### config.mk
export PLATFORM = sky130hd
export DESIGN_NAME = pipeline_drain
export DESIGN_NICKNAME = d
export VERILOG_FILES = /design/src/rtl/pipeline_drain_pkg.sv /design/src/rtl/stall_fifo.sv /design/src/rtl/pipeline_drain.sv
export SDC_FILE = /design/constraint.sdc
export NUM_CORES = 1
export LEC_CHECK = 0
export CAP_MARGIN = 5
export CORE_AREA = 5 5 79 81
export CTS_BUF_LIST = sky130_fd_sc_hd__clkbuf_8
export CTS_CLUSTER_SIZE = 8
export DETAILED_ROUTE_END_ITERATION = 12
export DIE_AREA = 0 0 84 86
export PLACE_DENSITY_LB_ADDON = 0.2
export SYNTH_ARGS = -nofsm -noshare
export SYNTH_HDL_FRONTEND = slang
export SYNTH_SLANG_ARGS = --single-unit
### constraint.sdc
create_clock -name clk -period 2.65 [get_ports clk]
set_input_delay 0.53 -clock clk [delete_from_list [all_inputs] [get_ports clk]]
set_output_delay 0.53 -clock clk [all_outputs]
set_load 0.01 [all_outputs]
### src/rtl/pipeline_drain_pkg.sv
// pipeline_drain_pkg: shared widths, address offset and entry layout for the drain stage.
package pipeline_drain_pkg;
    localparam int ADDRESS_WIDTH = 8;
    localparam int ID_WIDTH = 4;
    localparam int PIPELINE_DEPTH = 4;
    // Sum of the per-stage offsets (i+1)*3 added by the jumbling pipeline.
    localparam logic [ADDRESS_WIDTH-1:0] TOTAL_OFFSET =
        ADDRESS_WIDTH'((3 * PIPELINE_DEPTH * (PIPELINE_DEPTH + 1) / 2) % (1 << ADDRESS_WIDTH));
    typedef struct packed {
        logic [ADDRESS_WIDTH-1:0] addr;
        logic [ID_WIDTH-1:0] id;
    } entry_t;
    function automatic logic [ADDRESS_WIDTH-1:0] recover_addr(input logic [ADDRESS_WIDTH-1:0] a);
        return a - TOTAL_OFFSET;
    endfunction
endpackage

### src/rtl/stall_fifo.sv
// stall_fifo: synchronous FIFO with full/empty flags; read data reads zero while empty.
module stall_fifo #(
    parameter int WIDTH = 8,
    parameter int DEPTH = 4
) (
    input  logic             clk,
    input  logic             reset,
    input  logic             wr_en,
    input  logic [WIDTH-1:0] wr_data,
    input  logic             rd_en,
    output logic [WIDTH-1:0] rd_data,
    output logic             full,
    output logic             empty
);
    localparam int AW = $clog2(DEPTH);
    localparam int CW = AW + 1;
    logic [WIDTH-1:0] mem [DEPTH];
    logic [AW-1:0] wr_ptr_q, wr_ptr_d, rd_ptr_q, rd_ptr_d;
    logic [CW-1:0] count_q, count_d;
    logic push, pop;
    assign full = count_q == CW'(DEPTH);
    assign empty = count_q == '0;
    assign push = wr_en & ~full;
    assign pop = rd_en & ~empty;
    assign rd_data = empty ? '0 : mem[rd_ptr_q];
    always_comb begin
        wr_ptr_d = push ? wr_ptr_q + AW'(1) : wr_ptr_q;
        rd_ptr_d = pop ? rd_ptr_q + AW'(1) : rd_ptr_q;
        count_d = count_q + CW'(push) - CW'(pop);
    end
    always_ff @(posedge clk) begin
        if (reset) begin
            wr_ptr_q <= '0;
            rd_ptr_q <= '0;
            count_q <= '0;
        end else begin
            wr_ptr_q <= wr_ptr_d;
            rd_ptr_q <= rd_ptr_d;
            count_q <= count_d;
        end
    end
    always_ff @(posedge clk) begin
        if (push) mem[wr_ptr_q] <= wr_data;
    end
endmodule

### src/rtl/pipeline_drain.sv
// pipeline_drain: buffers the last pipeline stage output, un-jumbles addresses and
// flags transaction IDs that arrive out of sequence.
module pipeline_drain
    import pipeline_drain_pkg::*;
#(
    parameter int FIFO_DEPTH = 4
) (
    input  logic                     clk,
    input  logic                     reset,
    input  logic [ADDRESS_WIDTH-1:0] in_address,
    input  logic [ID_WIDTH-1:0]      in_id,
    input  logic                     in_valid,
    output logic                     out_stall,
    output logic [ADDRESS_WIDTH-1:0] out_address,
    output logic [ID_WIDTH-1:0]      out_id,
    output logic                     out_valid,
    input  logic                     in_stall,
    output logic                     id_error,
    output logic [7:0]               error_count
);
    entry_t wr_entry, rd_entry;
    logic full, empty, accept, pop, mismatch;
    logic [ID_WIDTH-1:0] expected_id_q, expected_id_d;
    logic [7:0] error_count_q, error_count_d;
    logic id_error_q, id_error_d;
    // Stall comes from the registered full flag only, so a pop never frees a slot in the same cycle.
    assign out_stall = full;
    assign out_valid = ~empty;
    assign accept = in_valid & ~full;
    assign pop = ~empty & ~in_stall;
    assign wr_entry = '{addr: recover_addr(in_address), id: in_id};
    stall_fifo #(.WIDTH($bits(entry_t)), .DEPTH(FIFO_DEPTH)) u_fifo (
        .clk(clk),
        .reset(reset),
        .wr_en(accept),
        .wr_data(wr_entry),
        .rd_en(pop),
        .rd_data(rd_entry),
        .full(full),
        .empty(empty)
    );
    assign out_address = rd_entry.addr;
    assign out_id = rd_entry.id;
    assign id_error = id_error_q;
    assign error_count = error_count_q;
    always_comb begin
        mismatch = accept && (in_id != expected_id_q);
        expected_id_d = accept ? in_id + ID_WIDTH'(1) : expected_id_q;
        error_count_d = (mismatch && error_count_q != 8'hFF) ? error_count_q + 8'd1 : error_count_q;
        id_error_d = id_error_q | mismatch;
    end
    always_ff @(posedge clk) begin
        if (reset) begin
            expected_id_q <= '0;
            error_count_q <= '0;
            id_error_q <= 1'b0;
        end else begin
            expected_id_q <= expected_id_d;
            error_count_q <= error_count_d;
            id_error_q <= id_error_d;
        end
    end
endmodule

==> flow_summary.toml <==
[status]
outcome = "finished clean"

[power_and_ir_drop]
power.net_switching_mw = 0.948
p_clk_frac = 0.300
power.internal_mw = 2.58
power_mw = 3.52
power_density_nw_per_um2 = 931
swShare = 0.269
pwr-share-comb = 0.306
total_leakage_power_nw = 1.31
power_frac_seq = 0.394
ir_worst_vdd_mv = 0.653

[global_routing]
met3_usage = 0.0413
antenna_found_initial = 0
use_met1 = 0.211
grt_pass1_vias = 1788
overflow = 0
grt_use_met2 = 0.260
gr-usage-all-layers = 0.163
busiest_layer = "met2"
grt_pass1_wl_mm = 8.96
grt_max_degree = 16

[timing]
finalMaxSlewViolations = 0
max-slew-margin-rel = 0.523
finalCritPeriodShare = 0.957
hold-worst-slack_ps = 492
period_needed_ps = 2540
tightest_slew_ps = 712
rsz0062_at_grt = "false"
fin_skew_ps = 8.93
fmax_mhz = 394
tns_ps = 0
finalSetupViolations = 0
hold_viol = 0

[synthesis]
synthCells = 208
synth_cell_types = 37
ys_seq_area_frac = 0.626
syn_avg_cell_area_um2 = 14.5
syn_area_um2 = 3010
synth_seq_cells = 70
synth_nets = 234
ys.warnings.count = 0

[setup_path]
path_class = "reg -> out"
critPathRequiredTime_ps = 2120
worstSetupStartpointType = "flop"
path_cells = "buf_12, mux4_2, nor2b_1, clkdlybuf4s50_1"
cp_data_arrival_time_ps = 2010
rrSetupSlack_ps = 530
critical-path-top-delay-family = "buffers and inverters"
timing.rr.start = "u_fifo.count_q[2]$_SDFF_PP0_"
cp_slowest_cell = "mux4_2"
cp_max_fo = 12
critPathBufInv = 2
ff2ff_path_depth = 7
cpPeakStageDelay_ps = 510
rr_endpoint = "u_fifo.count_q[2]$_SDFF_PP0_"
end_kind = "primary output"

[place]
port_buffers = 38
place.gp.congestion = 0.774
placed_cells = 321
hpwl_mm = 3.52

[routing]
drt_iter0_drc = 93
first_pass_iters = 4
routed_wl_mm = 5.42
detail-route-antenna-nets = 0
vias_per_cell = 5.35
post-route-drc-count = 0
vias = 1802
wire_per_inst_um = 16.1

[floorplan]
io_pins = 39
floorplan.initialDensity = 0.556
die_x_um = 84
dieArea_um2 = 7220
die_h_um = 86
num_rows = 27
coreArea_um2 = 5410

[layout]
final_layout_size_suffix_gt1_frac = 0.166
antenna_cells = 0
area_growth_pct = 25.8
final_common_cell = "edfxtp_1"
stdcell_count = 337
mostFrequentLayoutCells = "48 x edfxtp_1, 38 x clkdlybuf4s50_1, 22 x dfxtp_1"
nets = 286

[clock_network]
clock_latency_ps = 340
path_clk_slew_ps = 80
cts-root-buf = "clkbuf_8"
htree_levels = 3
clock_path_buffers = 2
numClockSinks = 70
postCtsSetupBuffers = 0
ctsHoldBuffers = 0
cts-resized-gates = 1
cts_tree = "done"
cts_buffers = 9

[min_path]
min_to = "id_error$_SDFF_PP0_"
whs_path_depth = 1
min_path_type = "reg -> reg"
hold_path_startpoint = "id_error$_SDFF_PP0_"

[flow_run]
cap_violations = 0
[metal layers]
layer  routed length (um)  up-vias
met2                 2620       35
li1                     -      881
met4                   96        0
met3                  201       11
met5                    0        -
met1                 2500      875
[worst max path at each step]
stage	start	endpoint	slack (ps)	cells after the start
finish	flop	out_id[1]	110	4
CTS	flop	out_id[0]	50	4
floorplan	u_fifo.count_q[1]$_SDFF_PP0_	u_fifo.count_q[2]$_SDFF_PP0_	470	9
global route	flop	out_id[0]	10	4
detailed placement	in_stall	u_fifo.count_q[2]$_SDFF_PP0_	210	9
global placement	in_stall	u_fifo.count_q[2]$_SDFF_PP0_	250	9
[power groups by stage]
stage	Sequential [mW]	Clock (mW)	Combinational, mW
global route	1.40	1.13	1.18
finish	1.39	1.06	1.08
floorplan	1.40	0	0.630
global placement	1.41	0	1.06
CTS	1.39	1.07	1.09
detailed placement	1.41	0	1.08
[cell type report]
| type | instances | area, um2 |
|---|---|---|
| clock inverters | 6 | 110 |
| fillers | 362 | 1620 |
| multi-input cells | 120 | 1050 |
| well taps | 72 | 90.1 |
| clock buffers | 10 | 138 |
| flip-flops and latches | 70 | 1880 |
| inverters | 10 | 37.5 |
| repair buffers | 49 | 475 |
[per-stage QoR]
stage / setup slack, ps / cell area, um2 / utilization
detailed placement: 210 / 3520 / 0.652
global placement: 246 / 3520 / 0.652
floorplan: 475 / 3010 / -
global route: 9.71 / 3780 / 0.700
finish: 113 / 3780 / 0.700
CTS: 53.5 / 3780 / 0.699
[cell usage after synthesis (all sizes together)]
| master | instances | area share |
|---|---|---|
| ha | 9 | 0.037 |
| a311oi | 2 | 0.0058 |
| o21ai | 2 | 0.0033 |
| and3 | 4 | 0.0083 |
| nor4 | 1 | 0.0021 |
| mux4 | 12 | 0.090 |
| a41oi | 1 | 0.0029 |
| and2 | 3 | 0.0062 |
| o21ba | 1 | 0.0033 |
| inv | 10 | 0.012 |
| or3 | 1 | 0.0025 |
| nand2 | 2 | 0.0025 |
| nor2b | 16 | 0.033 |
| mux2 | 1 | 0.0037 |
| or4 | 3 | 0.0075 |
| dfxtp | 22 | 0.15 |
| buf | 4 | 0.0087 |
| o211ai | 1 | 0.0025 |
| fa | 1 | 0.0067 |
| nor3b | 2 | 0.0050 |
| o31ai | 3 | 0.0075 |
| a21oi | 5 | 0.0083 |
| nor2 | 14 | 0.017 |
| nand4 | 2 | 0.0042 |
| or3b | 2 | 0.0058 |
| and4 | 1 | 0.0037 |
| xor2 | 5 | 0.015 |
| nand3 | 7 | 0.012 |
| edfxtp | 48 | 0.48 |
| a211oi | 3 | 0.0075 |
| clkbuf | 4 | 0.0050 |
| nor3 | 1 | 0.0017 |
| mux2i | 2 | 0.0067 |
| a31oi | 2 | 0.0042 |
| xnor2 | 11 | 0.032 |
[registers in the layout, summed over array words and instances (netlist names), named ones only]
signal,flops
u_fifo.rd_ptr_q,2
id_error,1
u_fifo.count_q,3
u_fifo.mem,48
expected_id_q,4
error_count,8
u_fifo.wr_ptr_q,2
[worst reg2reg max path, stage by stage (launching register included)]
cell and delay [ps]:
dfxtp_1 380, or3b_1 470, and2_1 230, ha_1 210, fa_1 380, xnor2_1 170
xnor2_1 130, nor2_1 50
[logic make-up after synthesis]
group                    after synthesis  synth area share
XOR/XNOR                              16            0.0466
buffers and inverters                 18            0.0262
flip-flops                            70             0.626
AO/OA/AOI/OAI                         20            0.0453
adder cells (fa/ha/maj)               10            0.0441
multiplexers                          15             0.100
AND/OR/NAND/NOR                       59             0.112
Power figures use the tool's default switching activity.
